$ cat src/rtl/mc_control.sv
// Multi-cycle LEGv8-subset control FSM: sequences fetch/decode/exec/mem/writeback,
// bounds data-memory waits, and counts retired instructions.
module mc_control #(
    parameter int MEM_WAIT_MAX = 15
) (
    input  logic        clk,
    input  logic        reset,
    input  logic [10:0] opcode,
    input  logic        zero,
    input  logic        imem_ready,
    input  logic        dmem_ready,
    output logic        IFetch,
    output logic        IRWrite,
    output logic        PCWrite,
    output logic        PCSrc,
    output logic        Reg2Loc,
    output logic        ALUSrc,
    output logic        MemtoReg,
    output logic        RegWrite,
    output logic        MemRead,
    output logic        MemWrite,
    output logic        Branch,
    output logic [1:0]  ALUOp,
    output logic [2:0]  state,
    output logic        fault,
    output logic [15:0] retired
);

    localparam logic [2:0] S_FETCH  = 3'd0;
    localparam logic [2:0] S_DECODE = 3'd1;
    localparam logic [2:0] S_EXEC   = 3'd2;
    localparam logic [2:0] S_MEM    = 3'd3;
    localparam logic [2:0] S_WB     = 3'd4;
    localparam logic [2:0] S_ERR    = 3'd5;

    localparam logic [2:0] C_ILL = 3'd0;
    localparam logic [2:0] C_R   = 3'd1;
    localparam logic [2:0] C_LD  = 3'd2;
    localparam logic [2:0] C_ST  = 3'd3;
    localparam logic [2:0] C_CBZ = 3'd4;

    // Counter value on the last tolerated stalled MEM cycle.
    localparam logic [3:0] WAIT_LAST = 4'(MEM_WAIT_MAX - 1);

    logic [2:0] cls, cls_dec, next_state;
    logic [3:0] wait_cnt;
    logic       retire;

    always_comb begin
        cls_dec = C_ILL;
        if (opcode[10:3] == 8'b10110100) cls_dec = C_CBZ;
        else begin
            case (opcode)
                11'b11111000010: cls_dec = C_LD;
                11'b11111000000: cls_dec = C_ST;
                11'b10001011000,
                11'b11001011000,
                11'b10001010000,
                11'b10101010000: cls_dec = C_R;
                default:         cls_dec = C_ILL;
            endcase
        end
    end

    always_comb begin
        next_state = state;
        retire     = 1'b0;
        case (state)
            S_FETCH:  if (imem_ready) next_state = S_DECODE;
            S_DECODE: next_state = (cls_dec == C_ILL) ? S_ERR : S_EXEC;
            S_EXEC: begin
                case (cls)
                    C_R:        next_state = S_WB;
                    C_LD, C_ST: next_state = S_MEM;
                    C_CBZ: begin
                        next_state = S_FETCH;
                        retire     = 1'b1;
                    end
                    default:    next_state = S_ERR;
                endcase
            end
            S_MEM: begin
                // A ready on the final allowed cycle still completes the access.
                if (dmem_ready) begin
                    if (cls == C_LD) next_state = S_WB;
                    else begin
                        next_state = S_FETCH;
                        retire     = 1'b1;
                    end
                end else if (wait_cnt == WAIT_LAST) next_state = S_ERR;
            end
            S_WB: begin
                next_state = S_FETCH;
                retire     = 1'b1;
            end
            default:  next_state = S_ERR;
        endcase
    end

    always_ff @(posedge clk or posedge reset) begin
        if (reset) begin
            state    <= S_FETCH;
            cls      <= C_ILL;
            wait_cnt <= 4'd0;
            retired  <= 16'd0;
        end else begin
            state   <= next_state;
            retired <= retired + 16'(retire);
            if (state == S_DECODE) cls <= cls_dec;
            if (state != S_MEM) wait_cnt <= 4'd0;
            else if (!dmem_ready) wait_cnt <= wait_cnt + 4'd1;
        end
    end

    // Outputs are forced low during reset so no strobe survives an abort.
    always_comb begin
        IFetch = 1'b0; IRWrite = 1'b0; PCWrite = 1'b0; PCSrc = 1'b0;
        Reg2Loc = 1'b0; ALUSrc = 1'b0; MemtoReg = 1'b0; RegWrite = 1'b0;
        MemRead = 1'b0; MemWrite = 1'b0; Branch = 1'b0; ALUOp = 2'b00;
        fault = 1'b0;
        if (!reset) begin
            case (state)
                S_FETCH: begin
                    IFetch  = 1'b1;
                    IRWrite = imem_ready;
                    PCWrite = imem_ready;
                end
                S_EXEC: begin
                    case (cls)
                        C_R:  ALUOp = 2'b10;
                        C_LD: ALUSrc = 1'b1;
                        C_ST: begin
                            ALUSrc  = 1'b1;
                            Reg2Loc = 1'b1;
                        end
                        C_CBZ: begin
                            Reg2Loc = 1'b1;
                            ALUOp   = 2'b01;
                            Branch  = 1'b1;
                            PCWrite = zero;
                            PCSrc   = zero;
                        end
                        default: ;
                    endcase
                end
                S_MEM: begin
                    ALUSrc   = 1'b1;
                    MemRead  = (cls == C_LD);
                    MemWrite = (cls == C_ST);
                end
                S_WB: begin
                    RegWrite = 1'b1;
                    MemtoReg = (cls == C_LD);
                end
                S_ERR:   fault = 1'b1;
                default: ;
            endcase
        end
    end

endmodule

$ cat config.mk
export PLATFORM = sky130hd
export DESIGN_NAME = mc_control
export DESIGN_NICKNAME = d
export VERILOG_FILES = /design/src/rtl/mc_control.sv
export SDC_FILE = /design/constraint.sdc
export NUM_CORES = 1
export LEC_CHECK = 0
export BUFFER_PORTS_ARGS = -buffer_cell sky130_fd_sc_hd__buf_2
export CAP_MARGIN = 40
export CORE_UTILIZATION = 50
export CTS_BUF_LIST = sky130_fd_sc_hd__clkbuf_4 sky130_fd_sc_hd__clkbuf_8 sky130_fd_sc_hd__clkbuf_16
export DETAILED_ROUTE_END_ITERATION = 10
export GPL_TIMING_DRIVEN = 0
export PLACE_DENSITY = 0.85
export SYNTH_ARGS = -nofsm -noshare
export SYNTH_HDL_FRONTEND = slang
export SYNTH_SLANG_ARGS = --single-unit
$ cat constraint.sdc
create_clock -name clk -period 2.3 [get_ports clk]
set_input_delay 0.115 -clock clk [delete_from_list [all_inputs] [get_ports clk]]
set_output_delay 0.115 -clock clk [all_outputs]
set_load 0.01 [all_outputs]
==> results of run 1 <==
[worst max path at each step]
stage | end | slack [ns] | cells past startpoint
after CTS | retired[9] | 0.03 | 12
after global placement | retired[12] | -0.12 | 10
after detailed placement | retired[12] | -0.17 | 10
after floorplan | retired[12] | 0.11 | 10
final | retired[9] | 0.10 | 11
after global routing | retired[9] | -0.02 | 11
[worst register-to-register path: cells and delay by family (launching register included)]
family                   cells  cell delay [ns]
AO/OA/AOI/OAI                3             0.38
XOR/XNOR                     1             0.12
adder cells (fa/ha/maj)      1             0.19
buffers and inverters        3             0.50
flip-flops                   1             0.41
AND/OR/NAND/NOR              3             0.50
[where the power goes]
part           total, mW  internal (mW)  switching, mW
Combinational      0.607          0.269          0.338
Clock              0.227         0.0968          0.131
Sequential         0.612          0.530         0.0821
[stage by stage]
stage / TNS (ns) / util, % / total power, mW
final: 0 / 67.8 / 1.45
after global routing: -0.0296 / 67.8 / 1.54
after CTS: 0 / 67.0 / 1.42
after detailed placement: -0.243 / 64.4 / 1.18
after global placement: -0.130 / 63.8 / 1.16
after floorplan: 0 / - / 0.998
[timing repair]
item,4_1_cts,5_1_grt
setup buffers,0,0
gates cloned,0,0
gates resized for setup,5,6
pin swaps,1,0
hold endpoints to repair,13,0
endpoints found under the setup margin,4,6
hold buffers,2,0
[per-layer routing]
metal,track usage [%],routed length (µm),vias up
met5,0,0,-
met4,7.32,33,0
met3,2.27,166,4
met2,36.9,1620,48
met1,27.3,1470,655
li1,-,-,666
[flip-flops by register name (all words and copies together), names as in the netlist]
signal    flops
state         3
retired      16
wait_cnt      4
cls           3
[layout by cell type, fill, tap and decap left out, types with 2 or more instances in the layout]
cell	count
nor4_1	3
a21o_1	3
xnor2_1	8
dlygate4sd3_1	2
nor4bb_1	3
o211ai_1	2
ha_1	3
inv_1	4
dfrtp_1	26
nand3_1	6
a21oi_1	9
buf_4	3
and2_1	2
xor2_1	10
nor2b_1	5
nand2b_1	4
buf_6	3
nor2_1	20
buf_2	48
nand2_1	16
nand4_1	2
nor3_2	2
clkbuf_4	3
nor3b_1	2
[cell type report]
cell class	count	share of cell area (%)
tap	31	2.02
buffer	8	3.39
multi-input combinational	123	43.9
timing repair buffer	50	14.1
inverter	4	0.783
clock buffer	4	1.89
sequential	26	33.9
[synthesized netlist by cell type (all sizes together)]
cell	count
dfrtp	26
nor2	21
nand2	16
xor2	10
a21oi	9
xnor2	8
buf	7
nand3	7
nand2b	5
nor2b	5
ha	4
inv	4
nor4	4
a21o	3
nand4	3
nor3	3
nor4bb	3
and2	2
nor3b	2
o211ai	2
o21ai	2
o31ai	2
a2111oi	1
a221oi	1
a22o	1
a31oi	1
and4	1
and4bb	1
clkbuf	1
mux2i	1
nand4b	1
nor4b	1
o21a	1
or2	1
or4b	1
[kinds of logic (layout without fill, tap and decap cells)]
group / after synthesis / count (layout) / share of synthesized area, %
simple gates: 77 / 77 / 28.3
fa+ha+maj: 4 / 4 / 3.27
mux: 1 / 1 / 0.654
flops: 26 / 26 / 42.5
xor+xnor: 18 / 18 / 10.3
compound gates: 23 / 23 / 10.2
buf+inv: 12 / 66 / 4.74
==> summary.txt, run 1 <==
library cells used by synthesis: 41
CP Class: register to register
Multi-input gate area: 842 µm²
Congestion Overflow GR: 0
top cell type's share of synthesized area: 42.5%
Worst Slack Setup Final: 0.103 ns
DRT iter0 DRCs: 36
#FFs+latches synth: 26
flop2flop setup slack: 0.10 ns
Initial Util: 54.1%
area of placed instances: 1820 µm²
die height: 57.3 µm
worst hold path class: input port to register
initial antenna violation count: 0
final critical path time including I/O delays and setup: 2.20 ns
TritonCTS clock tree: built
Reg area: 651 µm²
drt pass-1 iters: 8
fin crit share: 95.5%
post-synth top area cell: dfrtp_1
n_diodes: 0
CTS buffer count: 3
Reg2Reg Depth: 11
drt via density: 5.58
data arrival time of the critical path: 2.41 ns
CP endpoint kind: register
Final ANT Viol Nets: 0
Slew HR: 64.7%
Avg WL per Cell: 13.3 µm
critical path peak fanout: 10
fin area: 1920 µm²
Worst Hold End: cls[1]
Filler Cells Inserted: 239
Post-Syn Instances: 161
# H-tree levels: 1
crit path launch: state[0]
Final Non-Filler Cells: 246
CTS sink count: 26
vias in the first global route: 1267
RSZ-0062 raised after global routing: true
die area: 3290 µm²
maximum clock rate: 455 MHz
Slew Viols, Final: 0
share of cells above drive strength 1: 33.5%
dpl cells: 240
Setup-failing EPs final: 0
maximum VDD drop: 0.416 mV
Synth Cell Area: 1530 µm²
port bufs: 47
Cell Chain, Critical Path: buf_4 > buf_4 > a21oi_1 > o21ai_1 > a22o_1 > ha_2 > and4_1 > buf_4 > nand2_1 > or2_2 > xnor2_1
routability-driven placement congestion ratio: 0.825
status: complete, but fails checks
CP delay by family, top: buffers and inverters
HPWL after DPL: 2.43 mm
Die Span X: 57.3 µm
warnings from Yosys: 0
Total Routed Length: 3.28 mm
Area contributors post-synth: dfrtp_1 (42%), xor2_1 (5.7%), nor2_1 (4.9%)
CP required: 2.52 ns
Mean Syn Cell Area: 9.51 µm²
largest net degree at the start of global routing: 15
sequential fraction of the synthesis area: 42.5%
row count: 19
Clock Pin Slew Worst Setup and Hold Paths: 0.13 ns
skew final: 0.00595 ns
Buf+Inv Stages, Crit Path: 3
Lkg Pwr: 0.967 nW
Slowest-stage cell, CP: dfrtp_1
min-delay src: opcode[2]
CTS Buffer Depth: 2
CP max stage delay: 0.41 ns
Hold Slack: 0.0750 ns
Reg-to-Reg End: retired[9]
failing checks: DRC
PwrDens: 754 nW/µm²
overall routing resource usage: 21.2%
Layout Nets: 236
WHS Path Cells: 3
Final Hold Viols: 0
worst skew pair latency: 0.32 ns
routed via count: 1373
I/O pin total: 49
drt drc: 9
Post-Syn Nets: 181
area grow syn2layout: 25.2%
first-pass GRT wire length: 5.47 mm
Reg-to-Reg Start: state[0]
pre-CTS WS: -0.173 ns
Setup crit start kind: register
slew at the pin with the worst max-slew slack: 0.529 ns
Root Buffer: clkbuf_4
Core ar.: 2830 µm²
most frequent cell on the critical path: buf_4
max_cap viols: 0
Power figures use the tool's default switching activity.
==> inputs of run 2 (changes only) <==
--- a/config.mk
+++ b/config.mk
@@ -7,11 +7,12 @@
 export LEC_CHECK = 0
 export BUFFER_PORTS_ARGS = -buffer_cell sky130_fd_sc_hd__buf_2
 export CAP_MARGIN = 40
-export CORE_UTILIZATION = 50
+export CORE_UTILIZATION = 45
 export CTS_BUF_LIST = sky130_fd_sc_hd__clkbuf_4 sky130_fd_sc_hd__clkbuf_8 sky130_fd_sc_hd__clkbuf_16
 export DETAILED_ROUTE_END_ITERATION = 10
 export GPL_TIMING_DRIVEN = 0
-export PLACE_DENSITY = 0.85
+export PLACE_DENSITY = 0.81
+export SLEW_MARGIN = 20
 export SYNTH_ARGS = -nofsm -noshare
 export SYNTH_HDL_FRONTEND = slang
 export SYNTH_SLANG_ARGS = --single-unit
==> constraint.sdc (replaced) <==
create_clock -name clk -period 1.8 [get_ports clk]
set_input_delay 0.09 -clock clk [delete_from_list [all_inputs] [get_ports clk]]
set_output_delay 0.09 -clock clk [all_outputs]
set_load 0.01 [all_outputs]
==> run 2 against run 1 <==
Net effect: the run ends with setup timing left; worst setup slack lost 0.27 ns; hold slack lost 0.020 ns; total power grew 54%; register-to-register slack lost 0.27 ns; sequential share of layout area shrank 4.7 points; utilization grew 3.4 points; largest cell class unchanged.
==> summary.txt, run 2 (synthesis gave the netlist of run 1 again) <==
status: complete, but fails checks
failing checks: setup timing
met3 wire len: 179 µm
Clock Pin Slew Worst Setup and Hold Paths: 0.14 ns
WHS Path Cells: 3
Setup-failing EPs final: 13
Slew HR: 70.8%
largest net degree at the start of global routing: 19
drt drc: 0
Met1 Routed Length: 1.46 mm
Slew Viols, Final: 0
Layout Nets: 252
Core ar.: 3130 µm²
CP required: 2.02 ns
n_diodes: 0
Die Span X: 60.3 µm
first-pass GRT wire length: 5.80 mm
worst hold path class: input port to register
Worst Slack Setup Final: -0.165 ns
Reg2Reg Depth: 10
Setup crit start kind: register
CP Class: register to register
routed via count: 1444
slew at the pin with the worst max-slew slack: 0.438 ns
Largest register FFs: 16
skew final: 0.00645 ns
Tot Pwr: 2.22 mW
Initial Util: 49.0%
Max Used Layer: met4
Worst Hold End: cls[1]
critical path peak fanout: 5
Lkg Pwr: 1.10 nW
TritonCTS clock tree: built
pre-CTS WS: -0.329 ns
# H-tree levels: 1
largest reg by FF count: retired
die area: 3640 µm²
Met2 Routed Length: 2.03 mm
fin area: 2230 µm²
maximum clock rate: 509 MHz
Reg-to-Reg End: retired[9]
overall routing resource usage: 20.9%
flop2flop setup slack: -0.16 ns
Root Buffer: clkbuf_4
most common cell after layout, fill and taps aside: buf_2
drt via density: 5.25
max_cap viols: 0
port bufs: 47
die height: 60.3 µm
area of placed instances: 1900 µm²
CTS buffer count: 3
CP endpoint kind: register
CTS Buffer Depth: 2
maximum VDD drop: 0.531 mV
row count: 20
share of cells above drive strength 1: 46.8%
most frequent cells in the layout: buf_2 (47), dfrtp_1 (25), buf_4 (17)
Final Hold Viols: 0
DRT iter0 DRCs: 37
crit path launch: cls[0]
Final ANT Viol Nets: 0
Top Registers: retired x16, wait_cnt x4
Reg-to-Reg Start: cls[0]
worst skew pair latency: 0.31 ns
Final Non-Filler Cells: 275
initial antenna violation count: 0
Avg WL per Cell: 13.5 µm
final critical path time including I/O delays and setup: 1.96 ns
PwrDens: 997 nW/µm²
routability-driven placement congestion ratio: 0.780
fin crit share: 109%
min-delay src: opcode[2]
HPWL after DPL: 2.35 mm
CTS sink count: 26
Congestion Overflow GR: 0
drt pass-1 iters: 4
dpl cells: 253
Total Routed Length: 3.70 mm
area grow syn2layout: 45.5%
I/O pin total: 49
vias in the first global route: 1343
RSZ-0062 raised after global routing: true
data arrival time of the critical path: 2.18 ns
run 2: cell types whose count changed in the layout (fill, tap and decap cells not counted), moves of 3 or more:
cell    before  now
nor2_1      20   13
nor2_4       0    3
buf_4        3   17
nor2_2       1    5
run 2: what timing repair did:
item,4_1_cts,5_1_grt
hold endpoints to repair,9,0
setup endpoints to repair,17,22
gates cloned,0,0
buffers inserted,9,9
resized for setup,15,20
pin swaps,7,10
hold buffers,2,0
run 2: worst max-delay path, stage by stage, from the launching register on:
cell and delay, ns:
dfrtp_1 0.43, nand2b_4 0.16, nor2_4 0.10, a21oi_2 0.03, o21ai_1 0.13, a22o_1 0.19, ha_4 0.17, and4_4 0.25
nand2_1 0.06, or2_4 0.22, xnor2_1 0.12
run 2: layer usage:
layer | global-route usage [%] | vias to the layer above
met5 | 0 | -
met4 | 8.31 | 0
met3 | 2.56 | 2
met2 | 37.2 | 59
met1 | 25.5 | 684
li1 | - | 699
run 2: cell type report:
type / instances / area [µm²]
Clock buffer: 4 / 36.3
Tap cell: 44 / 55.1
Inverter: 4 / 15.0
Timing Repair Buffer: 68 / 425
Sequential cell: 26 / 652
Multi-Input combinational cell: 123 / 985
Buffer: 6 / 60.1
Fill cell: 238 / 900
run 2: per-stage QoR:
step | setup TNS (ns) | util (%) | hold WS [ns]
6_report | -1.32 | 71.2 | 0.0546
3_5_place_dp | -2.48 | 60.8 | 0.165
5_1_grt | -2.93 | 71.2 | 0.0469
2_1_floorplan | -0.862 | - | 0.130
4_1_cts | -1.50 | 66.5 | 0.0451
3_3_place_gp | -2.19 | 59.9 | 0.294
run 2: worst max path at each step:
stage | to | slack [ns]
6_report | retired[9] | -0.16
3_3_place_gp | retired[9] | -0.28
3_5_place_dp | retired[12] | -0.33
5_1_grt | retired[12] | -0.24
4_1_cts | retired[9] | -0.22
2_1_floorplan | retired[9] | -0.18
run 2: where the power goes:
part / switching (mW) / internal (mW)
clock network: 0.168 / 0.123
registers: 0.119 / 0.677
logic: 0.558 / 0.576
total: 0.846 / 1.38
==> inputs of run 3 (changes only) <==
--- a/config.mk
+++ b/config.mk
@@ -12,6 +12,7 @@
 export DETAILED_ROUTE_END_ITERATION = 10
 export GPL_TIMING_DRIVEN = 0
 export PLACE_DENSITY = 0.81
+export RECOVER_POWER = 100
 export SLEW_MARGIN = 20
 export SYNTH_ARGS = -nofsm -noshare
 export SYNTH_HDL_FRONTEND = slang
==> run 3 against run 2 <==
Net effect: the flow still finishes with violations (setup timing); fmax barely moved; global-route usage is the same; die area unchanged; sequential share of layout area grew 0.35 points; total power fell by 0.16%; non-clock buffer count is the same; first-iteration DRC count is 19% higher; sequential power about the same; worst setup slack better by 0.00085 ns; clock power about the same; utilization decreased by 0.84 points; final cell count unchanged; critical endpoint unchanged; highest routed layer unchanged.
==> summary.txt, run 3 (synthesis gave the netlist of run 1 again) <==
status: complete, but fails checks
failing checks: setup timing
I/O pin total: 49
Avg WL per Cell: 13.5 µm
switching part of the total: 38.2%
min-delay src: opcode[2]
Lkg Pwr: 1.06 nW
first-pass GRT wire length: 5.80 mm
die height: 60.3 µm
Buf+Inv Stages, Crit Path: 0
TritonCTS clock tree: built
crit path launch: cls[0]
drt drc: 0
HPWL after DPL: 2.35 mm
Root Buffer: clkbuf_4
Largest register FFs: 16
CP Class: register to register
most common cell after layout, fill and taps aside: buf_2
Slew HR: 46.6%
Final Hold Viols: 0
Top Registers: retired x16, wait_cnt x4
routability-driven placement congestion ratio: 0.780
Initial Util: 49.0%
fin util: 70.4%
vias in the first global route: 1343
worst skew pair latency: 0.31 ns
maximum VDD drop: 0.532 mV
final critical path time including I/O delays and setup: 1.96 ns
slew at the pin with the worst max-slew slack: 0.800 ns
Slowest-stage cell, CP: dfrtp_1
CP max stage delay: 0.43 ns
area of placed instances: 1900 µm²
routed via count: 1444
CTS sink count: 26
RSZ-0062 raised after global routing: true
Core ar.: 3130 µm²
drt pass-1 iters: 4
critical path peak fanout: 5
fin area: 2200 µm²
largest reg by FF count: retired
Worst Slack Setup Final: -0.164 ns
row count: 20
CP endpoint kind: register
area grow syn2layout: 43.8%
Hold Slack: 0.0554 ns
Congestion Overflow GR: 0
die area: 3640 µm²
maximum clock rate: 509 MHz
overall routing resource usage: 20.9%
max_cap viols: 0
Layout Nets: 252
initial antenna violation count: 0
Setup TNS: -1.33 ns
# H-tree levels: 1
CP required: 2.02 ns
share of cells above drive strength 1: 42.4%
worst hold path class: input port to register
Slew Viols, Final: 0
combinational power share: 51.0%
CP delay by family, top: simple AND/OR/NAND/NOR gates
flop2flop setup slack: -0.16 ns
P_sw: 0.847 mW
largest net degree at the start of global routing: 19
PwrDens: 1010 nW/µm²
Final Non-Filler Cells: 275
Internal Pwr Total: 1.37 mW
Cell Chain, Critical Path: nand2b_4 > nor2_4 > a21oi_2 > o21ai_1 > a22o_1 > ha_4 > and4_4 > nand2_1 > or2_4 > xnor2_1
Reg-to-Reg Start: cls[0]
dpl cells: 253
n_diodes: 0
Clock Pin Slew Worst Setup and Hold Paths: 0.14 ns
data arrival time of the critical path: 2.18 ns
Filler Cells Inserted: 247
Flop pwr share: 35.9%
Clock power frac: 13.2%
Die Span X: 60.3 µm
DRT iter0 DRCs: 44
drt via density: 5.25
skew final: 0.00615 ns
most frequent cells in the layout: buf_2 (38), dfrtp_1 (25), buf_4 (17)
CTS Buffer Depth: 2
CTS buffer count: 3
Final ANT Viol Nets: 0
Setup crit start kind: register
Total Routed Length: 3.72 mm
fin crit share: 109%
Setup-failing EPs final: 13
port bufs: 47
[run 3: worst min-delay path, delay by kind of cell]
kind / cells / cell delay, ns
buffers and inverters: 1 / 0.08
AND/OR/NAND/NOR: 1 / 0.11
AO/OA/AOI/OAI: 1 / 0.07
[run 3: through the flow]
stage                     power, mW  worst slack, ns
after floorplan                1.33           -0.181
after global placement         1.55           -0.283
after detailed placement       1.57           -0.329
after CTS                      1.99           -0.216
after global routing           2.36           -0.245
final                          2.22           -0.164
[run 3: worst paths after layout]
kind,end,depth (start not counted)
max,retired[9],10
min,cls[1],3
max reg2reg,retired[9],10
min reg2reg,retired[15],1
max in group asynchronous,retired[7],4
min in group asynchronous,state[1],3
[run 3: cell type report]
type	instances	area [µm²]	area share [%]
inverters	4	15.0	0.682
multi-input cells	123	985	44.7
flip-flops and latches	26	652	29.6
plain buffers	6	60.1	2.73
clock buffers	4	36.3	1.65
repair buffers	68	399	18.1
well taps	44	55.1	2.50
[run 3: metal layers]
metal | GRT usage [%] | vias to the layer above | share of wire [%]
met4 | 8.31 | 0 | 1.6
li1 | - | 699 | -
met3 | 2.56 | 9 | 4.5
met2 | 37.2 | 60 | 53
met1 | 25.5 | 676 | 41
met5 | 0 | - | 0
[run 3: what timing repair did]
item                                    CTS  global route
endpoints found under the hold margin     9             0
buffers inserted                          9             9
resized for setup                        15            20
pin swaps                                 7            10
endpoints found under the setup margin   17            22
hold buffers                              2             0
[run 3: power groups by stage]
stage | Sequential (mW) | Clock (mW) | Combinational, mW
6_report | 0.796 | 0.292 | 1.13
5_1_grt | 0.808 | 0.328 | 1.22
4_1_cts | 0.777 | 0.306 | 0.903
3_5_place_dp | 0.784 | 0 | 0.789
3_3_place_gp | 0.780 | 0 | 0.771
2_1_floorplan | 0.808 | 0 | 0.525
